## config.mk

```make
export PLATFORM = sky130hd
export DESIGN_NAME = font_rom_arbiter
export DESIGN_NICKNAME = d
export VERILOG_FILES = /design/src/rtl/font_pkg.sv /design/src/rtl/font_rom_arbiter_rr_pick.sv /design/src/rtl/font_rom_arbiter.sv
export SDC_FILE = /design/constraint.sdc
export NUM_CORES = 1
export LEC_CHECK = 0
export ABC_AREA = 1
export CORE_ASPECT_RATIO = 1.4
export CORE_MARGIN = 2
export CORE_UTILIZATION = 28
export DETAILED_ROUTE_END_ITERATION = 6
export GPL_TIMING_DRIVEN = 1
export SETUP_SLACK_MARGIN = 0.2
export SLEW_MARGIN = 20
export SYNTH_ARGS = -nofsm -noshare
export SYNTH_HDL_FRONTEND = slang
export SYNTH_SLANG_ARGS = --single-unit
```

## constraint.sdc

```tcl
create_clock -name CLK_50MHZ -period 2 [get_ports CLK_50MHZ]
set_input_delay 0.4 -clock CLK_50MHZ [delete_from_list [all_inputs] [get_ports CLK_50MHZ]]
set_output_delay 0.4 -clock CLK_50MHZ [all_outputs]
set_load 0.01 [all_outputs]
```

## src/rtl/font_pkg.sv

```systemverilog
`default_nettype none
// ============================================================================
// Module      : font_pkg
// Description : Shared constants for the font ROM arbitration slice.
//               AW / DW describe the font ROM ({char[6:0], row[3:0]} address,
//               one glyph row of data). REQ_* name the requester slots used by
//               the text generator overlays.
// Revision    : 1.0 - initial release
// ============================================================================
package font_pkg;

  // Font ROM geometry
  localparam int AW = 11;
  localparam int DW = 8;

  // Width of the response tag carried back to the requesters
  localparam int ID_W = 3;

  // Largest supported requester count
  localparam int MAX_REQ = 8;

  // Requester slot assignment
  localparam int REQ_SCORE = 0;
  localparam int REQ_LOGO  = 1;
  localparam int REQ_RULE  = 2;
  localparam int REQ_OVER  = 3;

  // Number of set bits in a request vector (zero-extended to MAX_REQ bits)
  function automatic logic [3:0] count_ones(input logic [MAX_REQ-1:0] v);
    logic [3:0] n;
    n = '0;
    for (int i = 0; i < MAX_REQ; i++) begin
      n = n + {3'b000, v[i]};
    end
    return n;
  endfunction

endpackage : font_pkg
`default_nettype wire

```

## src/rtl/font_rom_arbiter_rr_pick.sv

```systemverilog
`default_nettype none
// ============================================================================
// Module      : rr_pick
// Description : Combinational round-robin picker. Returns the index of the
//               first set bit of 'cand' when scanning upward from 'ptr' and
//               wrapping modulo N_REQ.
// Ports       : cand   in  N_REQ  candidate vector
//               ptr    in  IW     scan start index (always < N_REQ)
//               winner out IW     index of the selected candidate
//               valid  out 1      at least one candidate is set
// Revision    : 1.0 - initial release
// ============================================================================
module rr_pick
  import font_pkg::*;
#(
  parameter int N_REQ = 4,
  parameter int IW    = (N_REQ > 1) ? $clog2(N_REQ) : 1
) (
  input  logic [N_REQ-1:0] cand,
  input  logic [IW-1:0]    ptr,
  output logic [IW-1:0]    winner,
  output logic             valid
);

  localparam logic [IW:0] C_N = (IW+1)'(N_REQ);

  // Scan offsets from the far end down to zero so that the smallest offset
  // from ptr is the last assignment and therefore the one that sticks.
  always_comb begin
    logic [IW:0] idx;
    valid  = 1'b0;
    winner = '0;
    idx    = '0;
    for (int k = N_REQ - 1; k >= 0; k--) begin
      idx = {1'b0, ptr} + (IW+1)'(k);
      if (idx >= C_N) begin
        idx = idx - C_N;
      end
      if (cand[idx[IW-1:0]]) begin
        valid  = 1'b1;
        winner = idx[IW-1:0];
      end
    end
  end

endmodule : rr_pick
`default_nettype wire

```

## src/rtl/font_rom_arbiter.sv

```systemverilog
`default_nettype none
// ============================================================================
// Module      : font_rom_arbiter
// Description : Shares one synchronous font ROM between up to N_REQ text
//               overlay requesters. Two-level selection: requesters flagged in
//               prio_mask win over the rest, round-robin inside the level.
//               Grant, ROM address and tagged response are registered; the
//               response appears two edges after the arbitration edge.
// Ports       : CLK_50MHZ  in   1        clock
//               reset      in   1        asynchronous, active-high
//               frame_tick in   1        start-of-frame pulse, clears rr_ptr
//               req        in   N_REQ    request levels
//               req_addr   in   N_REQ*AW flattened per-requester addresses
//               prio_mask  in   N_REQ    1 = high-priority requester
//               gnt        out  N_REQ    one-hot one-cycle grant
//               rom_addr   out  AW       address to the font ROM
//               rom_data   in   DW       ROM data, one cycle after rom_addr
//               rsp_valid  out  1        response strobe
//               rsp_id     out  3        requester being answered
//               rsp_data   out  DW       glyph row
//               conflict   out  1        two or more requests were eligible
// Revision    : 1.0 - initial release
// ============================================================================
module font_rom_arbiter
  import font_pkg::*;
#(
  parameter int N_REQ = 4,
  parameter int AW    = font_pkg::AW,
  parameter int DW    = font_pkg::DW
) (
  input  logic                CLK_50MHZ,
  input  logic                reset,
  input  logic                frame_tick,
  input  logic [N_REQ-1:0]    req,
  input  logic [N_REQ*AW-1:0] req_addr,
  input  logic [N_REQ-1:0]    prio_mask,
  output logic [N_REQ-1:0]    gnt,
  output logic [AW-1:0]       rom_addr,
  input  logic [DW-1:0]       rom_data,
  output logic                rsp_valid,
  output logic [2:0]          rsp_id,
  output logic [DW-1:0]       rsp_data,
  output logic                conflict
);

  localparam int IW = (N_REQ > 1) ? $clog2(N_REQ) : 1;
  localparam logic [IW-1:0] C_LAST = IW'(N_REQ - 1);

  // --------------------------------------------------------------------------
  // Level select
  // --------------------------------------------------------------------------
  logic [N_REQ-1:0] elig;
  logic [N_REQ-1:0] elig_hi;
  logic [N_REQ-1:0] cand;
  logic [IW-1:0]    rr_ptr;
  logic [IW-1:0]    winner;
  logic             win_valid;
  logic [AW-1:0]    win_addr;
  logic [IW-1:0]    ptr_next;
  logic             multi_elig;

  // A requester that was granted last edge is still showing req this cycle
  // (it drops req on the grant edge); masking with gnt keeps it from being
  // granted a second time.
  assign elig    = req & ~gnt;
  assign elig_hi = elig & prio_mask;
  assign cand    = (|elig_hi) ? elig_hi : elig;

  rr_pick #(
    .N_REQ (N_REQ),
    .IW    (IW)
  ) u_rr_pick (
    .cand   (cand),
    .ptr    (rr_ptr),
    .winner (winner),
    .valid  (win_valid)
  );

  assign win_addr   = req_addr[int'(winner)*AW +: AW];
  assign multi_elig = (count_ones(MAX_REQ'(elig)) >= 4'd2);

  // Pointer moves just past the winner; frame_tick overrides any update.
  always_comb begin
    ptr_next = rr_ptr;
    if (frame_tick) begin
      ptr_next = '0;
    end else if (win_valid) begin
      ptr_next = (winner == C_LAST) ? '0 : winner + IW'(1);
    end
  end

  // --------------------------------------------------------------------------
  // Arbitration registers
  // --------------------------------------------------------------------------
  logic         s1_valid;
  logic [2:0]   s1_id;

  always_ff @(posedge CLK_50MHZ or posedge reset) begin
    if (reset) begin
      gnt      <= '0;
      rom_addr <= '0;
      rr_ptr   <= '0;
      s1_valid <= 1'b0;
      s1_id    <= '0;
      conflict <= 1'b0;
    end else begin
      rr_ptr   <= ptr_next;
      conflict <= multi_elig;
      s1_valid <= win_valid;
      if (win_valid) begin
        gnt      <= N_REQ'(1) << winner;
        rom_addr <= win_addr;
        s1_id    <= 3'(winner);
      end else begin
        gnt      <= '0;
      end
    end
  end

  // --------------------------------------------------------------------------
  // Response pipeline
  // Stage s1 is aligned with rom_addr, stage s2 with the ROM's registered
  // output; the response register samples rom_data while s2 is valid.
  // --------------------------------------------------------------------------
  logic       s2_valid;
  logic [2:0] s2_id;

  always_ff @(posedge CLK_50MHZ or posedge reset) begin
    if (reset) begin
      s2_valid  <= 1'b0;
      s2_id     <= '0;
      rsp_valid <= 1'b0;
      rsp_id    <= '0;
      rsp_data  <= '0;
    end else begin
      s2_valid  <= s1_valid;
      s2_id     <= s1_id;
      rsp_valid <= s2_valid;
      if (s2_valid) begin
        rsp_id   <= s2_id;
        rsp_data <= rom_data;
      end
    end
  end

endmodule : font_rom_arbiter
`default_nettype wire

```

==> metrics.txt <==
outcome finished, violations left; failing checks setup timing; first-pass GRT wire length 10.48 mm; Worst Setup SP gnt[3]; Worst Skew 7.224 ps; Synth area leaders dfrtp_1 38%, nand2_1 14%, nand3_1 12%; Data arrival, critical path 2250 ps; TritonCTS clock tree done; initial DRC count 34; vias post-DR 2367; Rows 39; Syn Inst Count 308; vias in the first global route 2411; leak pwr 2.085 nW; Clk pin slew, worst setup/hold paths 60 ps; crit share post-route 1.043; synth unique cells 32; Synth top area share 0.3811; IO Pins 91; FF-to-FF Start gnt[3]; top post-synthesis cells by count 83 x nand2_1, 61 x inv_1, 55 x nand3_1, 35 x dfrtp_1, 13 x nand2_2; fillcell total 779; DRC errors left 0; HP Class flop to flop; Max Fclk 479.3 MHz; Die Width 80.57 um; PD cells 1895 mW/mm2; Syn Nets 374; CP required 2160 ps; final hold vios 0; antenna cells 0; Post-Route Utilization 0.5063; Top FF cell, synth dfrtp_1; nets 493; global placer's final weighted congestion 0.8166; Final Slew Violations 0; Vias/cell 4.466; Initial Util 0.2855; hold path depth 0; Place WS -512.6 ps; count leader, synth nand2_1; Netlist Area Pre-Place 0.002298 mm2; Avg Inst Size Synth 7.463 um2; All-Layer GR Usage 0.1477; Peak VDD IR 0.9656 mV; Area Overhead vs Synth 77.35%; GRT Residual Overflow 0; hpwl dp 4.596 mm; final WL 6.493 mm; clock buffer depth 2; die height 111.2 um; crit-path max FO 6; Final setup viols 13; synth warn 0; post-route ant nets 0; RSZ-0062 raised after global routing yes; EDFF count, synth 0; area leader, netlist dfrtp_1; Root Buffer clkbuf_16; startpoint types flop; core area 0.008051 mm2; Sink Count 35; overall die area 0.008959 mm2; register area share after synthesis 0.3811; htree depth 2; fin area 0.004076 mm2; dpl cell area 0.003497 mm2; Worst Reg-to-Reg Cells 19; wire per inst 12.25 um; first drt pass iteration count 4; Post-synth ARST share 1.000; final hold slack 353.0 ps; post-layout min period 2087 ps; Hold Startpoint s1_valid; fin worst setup slack -86.58 ps; Clock Latency Late Sink 280 ps; Power, Total 7.726 mW; MaxCap Viol Count 0; initial antenna violation count 0; Synth Register Bits 35; layout cell share with drive strength beyond 1 0.3341; Setup crit end kind flop; largest net degree at the start of global routing 36; cts bufs inserted 5; port bufs 89; Worst Setup Path Type flop to flop
==> per-stage QoR <==
stage	setup TNS (ps)	std cells
detailed placement	-8070	510
global placement	-6888	510
CTS	-568.2	528
global route	-2473	530
floorplan	-22.84	308
finish	-779.4	530
==> critical path, cell delays in order (launching register included) <==
cell and delay (ps):
dfrtp_1 360, inv_2 60, nand3_2 100, nand2_2 70, nor2_4 170, nand2_2 110
nand3_2 100, nand3_2 80, nand2_2 100, nand2_4 70, nand2_4 70, nand2_4 50
nand2_4 100, buf_6 130, buf_12 120, nand2_2 50, nand3_2 60, nand2_1 50
nand2_1 50, nand2_1 60
==> per-layer routing <==
metal	global-route usage	vias up	routed length, um
li1	-	1176	-
met1	0.1672	1098	2400
met2	0.2678	77	3564
met3	0.02199	16	303
met4	0.06215	0	225
met5	0	-	0
==> layout make-up <==
cell class / instances / area (um2) / share of cell area
Clock buffer: 5 / 125.1 / 0.03069
Clock inverter: 3 / 43.79 / 0.01074
Inverter: 65 / 256.5 / 0.06292
Multi-Input combinational cell: 195 / 1331 / 0.3266
Sequential cell: 35 / 875.8 / 0.2149
Tap cell: 102 / 127.6 / 0.03131
Timing Repair Buffer: 125 / 1316 / 0.3229
==> where the power goes <==
group	switching [mW]	internal (mW)
combinational	2.74	2.84
sequential	0.216	1.06
clock	0.285	0.587
total	3.24	4.49
==> registers in the layout, indices dropped and copies added, names as in the netlist <==
name / count
rsp_id: 2
s2_id: 2
s1_id: 2
rom_addr: 11
rsp_valid: 1
rsp_data: 8
rr_ptr: 2
s1_valid: 1
gnt: 4
s2_valid: 1
conflict: 1
==> cells in the final DEF (no fill, tap or decap), drive strengths merged, types with 5 or more instances in the layout <==
cell type	instances
buf	36
clkdlybuf4s50	81
clkbuf	5
nand2	102
dfrtp	35
nor2	5
nand3	60
inv	65
mux2	10
dlygate4sd2	8
==> worst paths after layout <==
path	to	slack, ps
setup reg to reg	rom_addr[2]	-90
min in group asynchronous	rsp_data[4]	530
max in group asynchronous	conflict	1150
setup / recovery	rom_addr[2]	-90
hold reg to reg	s2_valid	350
hold / removal	s2_valid	350
==> kinds of logic (layout without fill, tap and decap cells) <==
family                     after synthesis  after routing  share of synthesized area
buffers and inverters                   78            198                     0.1497
DFF                                     35             35                     0.3811
adders and majority gates                3              3                    0.01960
other                                    1              1                   0.001632
AOI/OAI and AO/OA                       10             10                    0.02885
and+or+nand+nor                        170            170                     0.3664
muxes                                   10             10                    0.04899
xor gates and xnor gates                 1              1                   0.003811
==> repair_timing <==
action / 4_1_cts / 5_1_grt
gates cloned: 4 / 0
setup buffers: 6 / 2
setup endpoints to repair: 20 / 20
pin swaps: 25 / 21
hold endpoints to repair: 0 / 0
hold buffers: 0 / 0
resized for setup: 53 / 23
(Power assumes the default switching activity.)
